### config.mk
export PLATFORM = sky130hd
export DESIGN_NAME = ram_arbiter
export DESIGN_NICKNAME = d
export VERILOG_FILES = /design/src/rtl/ram_arb_pkg.sv /design/src/rtl/ram_arb_rr_pick.sv /design/src/rtl/ram_arbiter.sv
export SDC_FILE = /design/constraint.sdc
export NUM_CORES = 1
export LEC_CHECK = 0
export CORE_MARGIN = 3
export CORE_UTILIZATION = 35
export DETAILED_ROUTE_END_ITERATION = 12
export GPL_TIMING_DRIVEN = 0
export MAX_ROUTING_LAYER = met4
export PLACE_DENSITY = 0.77
export SYNTH_ARGS = -nofsm -noshare
export SYNTH_HDL_FRONTEND = slang
export SYNTH_HIERARCHICAL = 1
export SYNTH_SLANG_ARGS = --single-unit
### constraint.sdc
create_clock -name CLK -period 1.5 [get_ports CLK]
set_clock_uncertainty 0.15 [all_clocks]
set_input_delay 0.225 -clock CLK [delete_from_list [all_inputs] [get_ports CLK]]
set_output_delay 0.225 -clock CLK [all_outputs]
set_load 0.005 [all_outputs]
### src/rtl/ram_arb_pkg.sv
// ram_arb_pkg
// Shared types and constants for the cartridge RAM arbiter.
//   arb_state_t  : arbiter FSM states (IDLE, BUSY, DONE)
//   RAM_DATA_W   : byte-wide RAM data path
//   STARVE_CNT_W : width of the requester-0 starvation counter
//   id_w(n)      : width of a requester index for n requesters (minimum 1)
package ram_arb_pkg;

    typedef enum logic [1:0] {
        IDLE = 2'd0,
        BUSY = 2'd1,
        DONE = 2'd2
    } arb_state_t;

    localparam int RAM_DATA_W   = 8;
    localparam int STARVE_CNT_W = 4;

    function automatic int id_w(input int n);
        return (n < 2) ? 1 : $clog2(n);
    endfunction

endpackage

### src/rtl/ram_arb_rr_pick.sv
// ram_arb_rr_pick
// Combinational round-robin picker over the background requesters 1..NUM_REQ-1.
// The search starts at i_ptr+1 and wraps from NUM_REQ-1 back to 1, so the
// requester granted last is considered last.
// Ports:
//   i_req   : request levels of requesters NUM_REQ-1..1
//   i_ptr   : index of the last background requester granted
//   o_valid : at least one background requester is pending
//   o_idx   : index of the selected requester (valid with o_valid)
module ram_arb_rr_pick
    import ram_arb_pkg::*;
#(
    parameter  int NUM_REQ = 3,
    localparam int ID_W    = id_w(NUM_REQ)
) (
    input  logic [NUM_REQ-1:1] i_req,
    input  logic [ID_W-1:0]    i_ptr,
    output logic               o_valid,
    output logic [ID_W-1:0]    o_idx
);

    always_comb begin
        o_valid = 1'b0;
        o_idx   = '0;
        // Candidate k is ((ptr + k) mod (N-1)) + 1, i.e. ptr+1, ptr+2, ... wrapping within 1..N-1.
        for (int k = 0; k < NUM_REQ - 1; k++) begin
            if (!o_valid && i_req[((int'(i_ptr) + k) % (NUM_REQ - 1)) + 1]) begin
                o_valid = 1'b1;
                o_idx   = ID_W'(((int'(i_ptr) + k) % (NUM_REQ - 1)) + 1);
            end
        end
    end

endmodule

### src/rtl/ram_arbiter.sv
// ram_arbiter
// Shares one byte-wide cartridge RAM port between several requesters.
// Requester 0 (mega-ROM path) has fixed priority, requesters 1..NUM_REQ-1
// rotate round-robin, and a starvation counter limits how many consecutive
// requester-0 grants can pass while a background requester waits.
// Ports:
//   CLK, RESET        : clock, asynchronous active-high reset
//   REQ, WE           : per-requester request level and write enable
//   ADDR, WDATA       : flattened per-requester address / write data
//   ACK               : one-cycle one-hot completion pulse
//   RDATA             : read data, meaningful while an ACK bit is high
//   RAM_REQ..RAM_WDATA: latched request towards the RAM controller
//   RAM_RDATA, RAM_ACK: RAM controller response
//   GRANT_ID          : index of the current/last owner
module ram_arbiter
    import ram_arb_pkg::*;
#(
    parameter  int NUM_REQ      = 3,
    parameter  int ADDR_W       = 21,
    parameter  int STARVE_LIMIT = 4,
    localparam int ID_W         = id_w(NUM_REQ)
) (
    input  logic                          CLK,
    input  logic                          RESET,
    input  logic [NUM_REQ-1:0]            REQ,
    input  logic [NUM_REQ-1:0]            WE,
    input  logic [NUM_REQ*ADDR_W-1:0]     ADDR,
    input  logic [NUM_REQ*RAM_DATA_W-1:0] WDATA,
    output logic [NUM_REQ-1:0]            ACK,
    output logic [RAM_DATA_W-1:0]         RDATA,
    output logic                          RAM_REQ,
    output logic                          RAM_WE,
    output logic [ADDR_W-1:0]             RAM_ADDR,
    output logic [RAM_DATA_W-1:0]         RAM_WDATA,
    input  logic [RAM_DATA_W-1:0]         RAM_RDATA,
    input  logic                          RAM_ACK,
    output logic [ID_W-1:0]               GRANT_ID
);

    arb_state_t              r_state;
    logic [ID_W-1:0]         r_grant_id;
    logic [ID_W-1:0]         r_rr_ptr;
    logic [STARVE_CNT_W-1:0] r_starve_cnt;
    logic                    r_ram_req;
    logic                    r_ram_we;
    logic [ADDR_W-1:0]       r_ram_addr;
    logic [RAM_DATA_W-1:0]   r_ram_wdata;
    logic [RAM_DATA_W-1:0]   r_rdata;
    logic [NUM_REQ-1:0]      r_ack;

    logic                    w_others;
    logic                    w_pick_valid;
    logic [ID_W-1:0]         w_pick_idx;
    logic                    w_grant0;
    logic                    w_any;
    logic [ID_W-1:0]         w_winner;

    ram_arb_rr_pick #(
        .NUM_REQ (NUM_REQ)
    ) u_rr_pick (
        .i_req   (REQ[NUM_REQ-1:1]),
        .i_ptr   (r_rr_ptr),
        .o_valid (w_pick_valid),
        .o_idx   (w_pick_idx)
    );

    assign w_others = |REQ[NUM_REQ-1:1];
    // Requester 0 loses only when it has hit the limit AND someone else is waiting.
    assign w_grant0 = REQ[0] && ((int'(r_starve_cnt) < STARVE_LIMIT) || !w_others);
    assign w_any    = REQ[0] || w_pick_valid;
    assign w_winner = w_grant0 ? '0 : w_pick_idx;

    always_ff @(posedge CLK or posedge RESET) begin
        if (RESET) begin
            r_state      <= IDLE;
            r_grant_id   <= '0;
            r_rr_ptr     <= ID_W'(NUM_REQ - 1);
            r_starve_cnt <= '0;
            r_ram_req    <= 1'b0;
            r_ram_we     <= 1'b0;
            r_ram_addr   <= '0;
            r_ram_wdata  <= '0;
            r_rdata      <= '0;
            r_ack        <= '0;
        end else begin
            case (r_state)
                IDLE: begin
                    r_ack <= '0;
                    if (w_any) begin
                        r_ram_req   <= 1'b1;
                        r_ram_we    <= WE[w_winner];
                        r_ram_addr  <= ADDR[int'(w_winner)*ADDR_W +: ADDR_W];
                        r_ram_wdata <= WDATA[int'(w_winner)*RAM_DATA_W +: RAM_DATA_W];
                        r_grant_id  <= w_winner;
                        r_state     <= BUSY;
                        if (w_grant0) begin
                            // Count only grants that actually made someone else wait.
                            if (w_others) begin
                                if (r_starve_cnt != '1)
                                    r_starve_cnt <= r_starve_cnt + STARVE_CNT_W'(1);
                            end else begin
                                r_starve_cnt <= '0;
                            end
                        end else begin
                            r_starve_cnt <= '0;
                            r_rr_ptr     <= w_pick_idx;
                        end
                    end
                end
                BUSY: begin
                    if (RAM_ACK) begin
                        if (!r_ram_we)
                            r_rdata <= RAM_RDATA;
                        r_ram_req <= 1'b0;
                        r_ack     <= NUM_REQ'(1) << r_grant_id;
                        r_state   <= DONE;
                    end
                end
                DONE: begin
                    r_ack   <= '0;
                    r_state <= IDLE;
                end
                default: begin
                    r_state <= IDLE;
                end
            endcase
        end
    end

    assign ACK       = r_ack;
    assign RDATA     = r_rdata;
    assign RAM_REQ   = r_ram_req;
    assign RAM_WE    = r_ram_we;
    assign RAM_ADDR  = r_ram_addr;
    assign RAM_WDATA = r_ram_wdata;
    assign GRANT_ID  = r_grant_id;

endmodule

Word level (Yosys, flattened, before mapping) --
Index checks and enable logic that the tools add are counted.
Storage, ports and cells: bits in registers 51, input bits 104, word-level logic and storage cells 73
Operators by class: add/sub/neg operators 4, multiply operators 1, $lt $le $gt $ge 4, eq/ne operators 6, shift-type cells 3, multiplexer cells 24, bitwise operators 3, reductions and logical operators 18
Operators with widths (number):
- less-than comparator 32 x 4 -> 1 bit (second input constant) | 2
- indexed part select 63 x 8 -> 21 bit | 1
- indexed part select 24 x 6 -> 8 bit | 1
- two-way mux 4 bit | 3
- AND reduction 3 bit | 4
- two-way mux 2 bit | 5
- two-way mux 1 bit | 9
- multiplier 2 x 5 -> 7 bit (second input constant) | 1
- binary-select mux 1 bit (select 2 bit) | 3
- case mux 3 bit (2 select lines) | 1
- AND reduction 2 bit | 3
- adder 4 x 1 -> 4 bit (second input constant) | 1
- less-than comparator 4 x 3 -> 1 bit (second input constant) | 1
- != test 2 bit (second input constant) | 2
- != test 4 bit (second input constant) | 1
- case mux 2 bit (2 select lines) | 1
- nonzero test 2 bit | 2
- OR reduction 2 bit | 2
- adder 2 x 2 -> 3 bit (second input constant) | 1
- less-than comparator 2 x 3 -> 1 bit (second input constant) | 1
- two-way mux 3 bit | 1
- != test 3 x 2 -> 1 bit (second input constant) | 1
- left shift 1 x 2 -> 3 bit (first input constant) | 1
- adder 1 x 1 -> 2 bit (second input constant) | 1
- other kinds (10) | 14

Logic depth before layout (Yosys ltp) --
depth after elaboration 11, gate-level depth with buffers 6, depth with buffers taken out 4

By module --
Netlist, hierarchy kept.
Modules (own cells, without submodules):
- ram_arbiter | instances 1, cells each 235, area each 2600.0 um^2, seq. area each 1302.5 um^2
- ram_arb_rr_pick | instances 1, cells each 4, area each 25.0 um^2, seq. area each 0.0 um^2

Worst setup path after synthesis --
No wires, ideal clock.
path kind reg2reg, from reg r_rr_ptr[0], to reg r_ram_addr[0] (netlist: RAM_ADDR[0]), library setup time 0.133 ns, data arrival time 1.408 ns, data required time 1.217 ns, path slack -0.191 ns, stages on the path, launching flop included 6, buffers on the path 1, cells stage by stage dfrtp_1 a21boi_0 a21boi_4 buf_8 mux2i_1 o221ai_2
Between the ends: word-level cells in the longest chain between the ends 11
Ends and longest elaborated chain:
- start: declaration | RTL line ram_arbiter.sv:42 | logic [ID_W-1:0] r_rr_ptr;
- start signal: assignment | RTL line ram_arbiter.sv:77 | r_rr_ptr <= ID_W'(NUM_REQ - 1);
- start signal: assignment | RTL line ram_arbiter.sv:106 | r_rr_ptr <= w_pick_idx;
- adder 1 bit or adder 1 x 1 -> 2 bit (tied branches) | RTL line ram_arb_rr_pick.sv:27, ram_arb_rr_pick.sv:29
- AND 1 bit (no source line) or binary-select mux 1 bit (select 2 bit) (tied branches)
- adder 2 x 2 -> 3 bit or two-way mux 1 bit (tied branches) | RTL line ram_arb_rr_pick.sv:27 | if (!o_valid && i_req[((int'(i_ptr) + k) % (NUM_REQ - 1)) + 1]) begin
- binary-select mux 1 bit (select 2 bit) or two-way mux 1 bit (tied branches) | RTL line ram_arb_rr_pick.sv:27
- two-way mux 1 bit (implied by the code) | RTL line ram_arb_rr_pick.sv:27
- two-way mux 1 bit (implied by the code) or logical NOT 1 bit (tied branches) | RTL line ram_arb_rr_pick.sv:27
- logical AND 1 bit | RTL line ram_arb_rr_pick.sv:27
- two-way mux 2 bit (*) | RTL line ram_arb_rr_pick.sv:27
- via w_pick_idx[0] | RTL line ram_arbiter.sv:53 | logic [ID_W-1:0] w_pick_idx;
- two-way mux 2 bit (*) | RTL line ram_arbiter.sv:71 | assign w_winner = w_grant0 ? '0 : w_pick_idx;
- multiplier 2 x 5 -> 7 bit (*) | RTL line ram_arbiter.sv:92 | r_ram_addr <= ADDR[int'(w_winner)*ADDR_W +: ADDR_W];
- indexed part select 63 x 8 -> 21 bit (*) | RTL line ram_arbiter.sv:92
- end signal: assignment | RTL line ram_arbiter.sv:92
- end: declaration | RTL line ram_arbiter.sv:46 | logic [ADDR_W-1:0] r_ram_addr;
The timed path passes the listed nets; every way through them passes the cells marked *. The select of a mux whose other input is x is not followed. A chain may end at the register's enable or synchronous reset.

Worst setup path in the final report --
from reg r_rr_ptr[0], to reg r_ram_wdata[4] (netlist: RAM_WDATA[4])
Between the ends: word-level cells in the longest chain between the ends 10
Ends and longest elaborated chain:
- adder 1 bit or adder 1 x 1 -> 2 bit (tied branches) | RTL line ram_arb_rr_pick.sv:27, ram_arb_rr_pick.sv:29
- AND 1 bit (no source line) or binary-select mux 1 bit (select 2 bit) (tied branches)
- adder 2 x 2 -> 3 bit or two-way mux 1 bit (tied branches) | RTL line ram_arb_rr_pick.sv:27
- binary-select mux 1 bit (select 2 bit) or two-way mux 1 bit (tied branches) | RTL line ram_arb_rr_pick.sv:27
- two-way mux 1 bit (implied by the code) | RTL line ram_arb_rr_pick.sv:27
- two-way mux 1 bit (implied by the code) or logical NOT 1 bit (tied branches) | RTL line ram_arb_rr_pick.sv:27
- logical AND 1 bit | RTL line ram_arb_rr_pick.sv:27
- two-way mux 2 bit (*) | RTL line ram_arb_rr_pick.sv:27
- via w_pick_idx[0] | RTL line ram_arbiter.sv:53
- two-way mux 2 bit (*) | RTL line ram_arbiter.sv:71
- indexed part select 24 x 6 -> 8 bit (*) | RTL line ram_arbiter.sv:93 | r_ram_wdata <= WDATA[int'(w_winner)*RAM_DATA_W +: RAM_DATA_W];
- end signal: assignment | RTL line ram_arbiter.sv:93
- end: declaration | RTL line ram_arbiter.sv:47 | logic [RAM_DATA_W-1:0] r_ram_wdata;
Marks and branches as above.

==> flow_summary_export.csv <==
group,metric,value,unit
run_status,status,"finished, violations left",
run_status,violations,"setup timing",
layout,utilization,65.75,%
layout,fillCellCount,607,
placement,place_hpwl,5688,um
route,drt_iter0_drc,59,
floorplan,fp-row-count,30,
clocking,clkTransAtPathRegs,0.09,ns
synth,ys_warn_count,6,
global_route,grt_pass1_vias,2555,
route,vias_per_cell,4.813,
sta,maxClockFrequency,0.5706,GHz
layout,seq_area,1277,um^2
worst_setup_path,cp_top_family,"compound AO/OA/AOI/OAI gates",
layout,drive_gt1_share,19.66,%
route,met3_length,552,um
route,drt_pass1_iterations,4,
layout,design_area,4591,um^2
placement,io_buffer_count,147,
clocking,cts-root-buf,"clkbuf_8",
worst_setup_path,arrival,1.77,ns
worst_setup_path,critPathMaxFanout,5,
floorplan,io_pins,148,
worst_setup_path,cp_slowest_stage_delay,0.43,ns
clocking,insertion_delay,0.30,ns
sta,slew_violations,0,
worst_setup_path,slowest_stage,"dfrtp_1",
placement,placed_area,4187,um^2
floorplan,die_w,91.98,um
worst_setup_path,worstRegToRegCells,6,
sta,fin_crit_sh,116.8,%
synth,postSynthNetCount,342,
clocking,cts_buffer_depth,2,
layout,areaGrowthSynthToFinish,77.42,%
global_route,grt_pass1_wl,12520,um
worst_setup_path,r2r_start,"r_rr_ptr[0]",
placement,gp_congestion,0.7611,
floorplan,start_util,37.06,%
worst_setup_path,cp.required,1.52,ns
floorplan,dieHeight,91.98,um
route,wl_met1,3288,um
global_route,gr-total-overflow,0,
global_route,grt_max_degree,52,
synth,syn_inst,237,
sta,finalHoldViolations,0,
clocking,numClockSinks,51,
route,wire_per_inst,15.85,um
worst_setup_path,path_cells,"a21boi_4 > a21boi_4 > buf_6 > clkbuf_16 > mux2i_1 > o221ai_1",
sta,worst_hold_slack,0.2573,ns
layout,multi_input_area,1226,um^2
clocking,cts_buffers,5,
job,drv_cap,0,
sta,slew_headroom,21.66,%
clocking,postCtsHoldBufs,0,
floorplan,core_area,6982,um^2
global_route,grt_use_total,19.01,%
hold_path,hold_class,"in -> async",
route,highest_layer,"met4",
sta,rsz0062_at_grt,"true",
synth,synth_area,2587,um^2
layout,finalNetCount,516,
global_route,antenna_found_initial,0,
synth,syn_avg_cell_area,10.92,um^2
route,postRouteAntennaNets,0,
layout,antenna_cells,0,
floorplan,die_area,8460,um^2
sta,worst_slew_pin_slew,1.169,ns
route,drt-total-wl,8054,um
pwr,power_density,1405,nW/um^2
sta,finalSetupViolations,31,
worst_setup_path,worst-setup-path-type,"reg -> reg",
sta,period_needed,1.753,ns
clocking,cts_max_level,2,
placement,place_ws,-0.8943,ns
worst_setup_path,regToRegSetupSlack,-0.25,ns
clocking,cts_tree,"done",
pwr,leakage,2.116,nW
worst_setup_path,crit_path_start_kind,"flop",
route,vias,2445,
worst_setup_path,crit_path_end_kind,"flop",
sta,timing.final.ws_setup,-0.2526,ns
worst_setup_path,cp_num_buf_inv,2,
worst_setup_path,r2r-end,"RAM_WDATA[4]",
route,route.met2.wl,4133,um
worst_setup_path,cpMostUsedCell,"a21boi_4",
pwr,ir_drop,535.4,uV
route,drcViolationCount,0,
## cell type report
cell class                      count  area share (%)
Timing Repair Buffer              166           34.89
Sequential cell                    51           27.83
Multi-Input combinational cell    140           26.71
Buffer                             13           2.916
Inverter                           33           2.780
Tap cell                           96           2.617
Clock buffer                        6           1.799
Clock inverter                      2          0.3543
Timing Repair inverter              1          0.1090
## sequential cells by signal, indices dropped and copies added, names as in the netlist
name,cells
RAM_REQ,1
RAM_ADDR,21
RAM_WDATA,8
ACK,3
RAM_WE,1
r_starve_cnt,4
GRANT_ID,2
r_state,2
RDATA,8
r_rr_ptr,1
## through the flow
step,cells,setup TNS [ns],total power [mW]
4_1_cts,502,-5.846,6.326
6_report,508,-5.591,6.452
2_1_floorplan,237,-1.226,3.763
3_5_place_dp,480,-38.67,5.580
3_3_place_gp,480,-37.54,5.481
5_1_grt,508,-8.533,6.936
## layer usage
| metal | up-vias | global-route usage (%) |
|---|---|---|
| met1 | 1150 | 23.96 |
| met4 | 0 | 5.322 |
| li1 | 1185 | - |
| met5 | - | - |
| met3 | 7 | 3.692 |
| met2 | 103 | 31.33 |
## placed cells by master (no fill, tap or decap), types with 2 or more instances in the layout
| master | instances |
|---|---|
| inv_1 | 32 |
| buf_6 | 6 |
| mux2_4 | 2 |
| nand2_1 | 38 |
| clkdlybuf4s50_1 | 100 |
| nand3_1 | 5 |
| a22o_1 | 2 |
| buf_12 | 2 |
| dlygate4sd2_1 | 47 |
| mux2i_4 | 4 |
| buf_4 | 16 |
| a21boi_4 | 2 |
| mux2_2 | 7 |
| mux2i_2 | 7 |
| buf_2 | 3 |
| clkinvlp_4 | 2 |
| nand2b_1 | 3 |
| clkbuf_8 | 6 |
| o221ai_2 | 7 |
| dfrtp_1 | 50 |
| mux2i_1 | 19 |
| o221ai_1 | 23 |
| o21ai_0 | 4 |
## power breakdown
group	internal, mW	total [mW]	switching, mW
registers	2.00	2.33	0.333
logic	1.86	3.28	1.42
clock network	0.377	0.838	0.461
total	4.24	6.45	2.21
## what timing repair did
item / CTS / global route
setup buffers: 13 / 3
gates resized for setup: 66 / 25
cloned: 1 / 3
pin swaps: 3 / 4
setup endpoints to repair: 90 / 45
## worst max path at each step
stage          slack [ns]        start  cells past startpoint           end
2_1_floorplan       -0.06  r_rr_ptr[0]                      5   RAM_ADDR[0]
3_5_place_dp        -0.89       REQ[2]                      7   RAM_ADDR[7]
5_1_grt             -0.35  r_rr_ptr[0]                      6  RAM_WDATA[4]
3_3_place_gp        -0.85       REQ[2]                      7  RAM_ADDR[10]
4_1_cts             -0.23  r_rr_ptr[0]                      6  RAM_WDATA[6]
6_report            -0.25  r_rr_ptr[0]                      6  RAM_WDATA[4]
(Power assumes the default switching activity.)
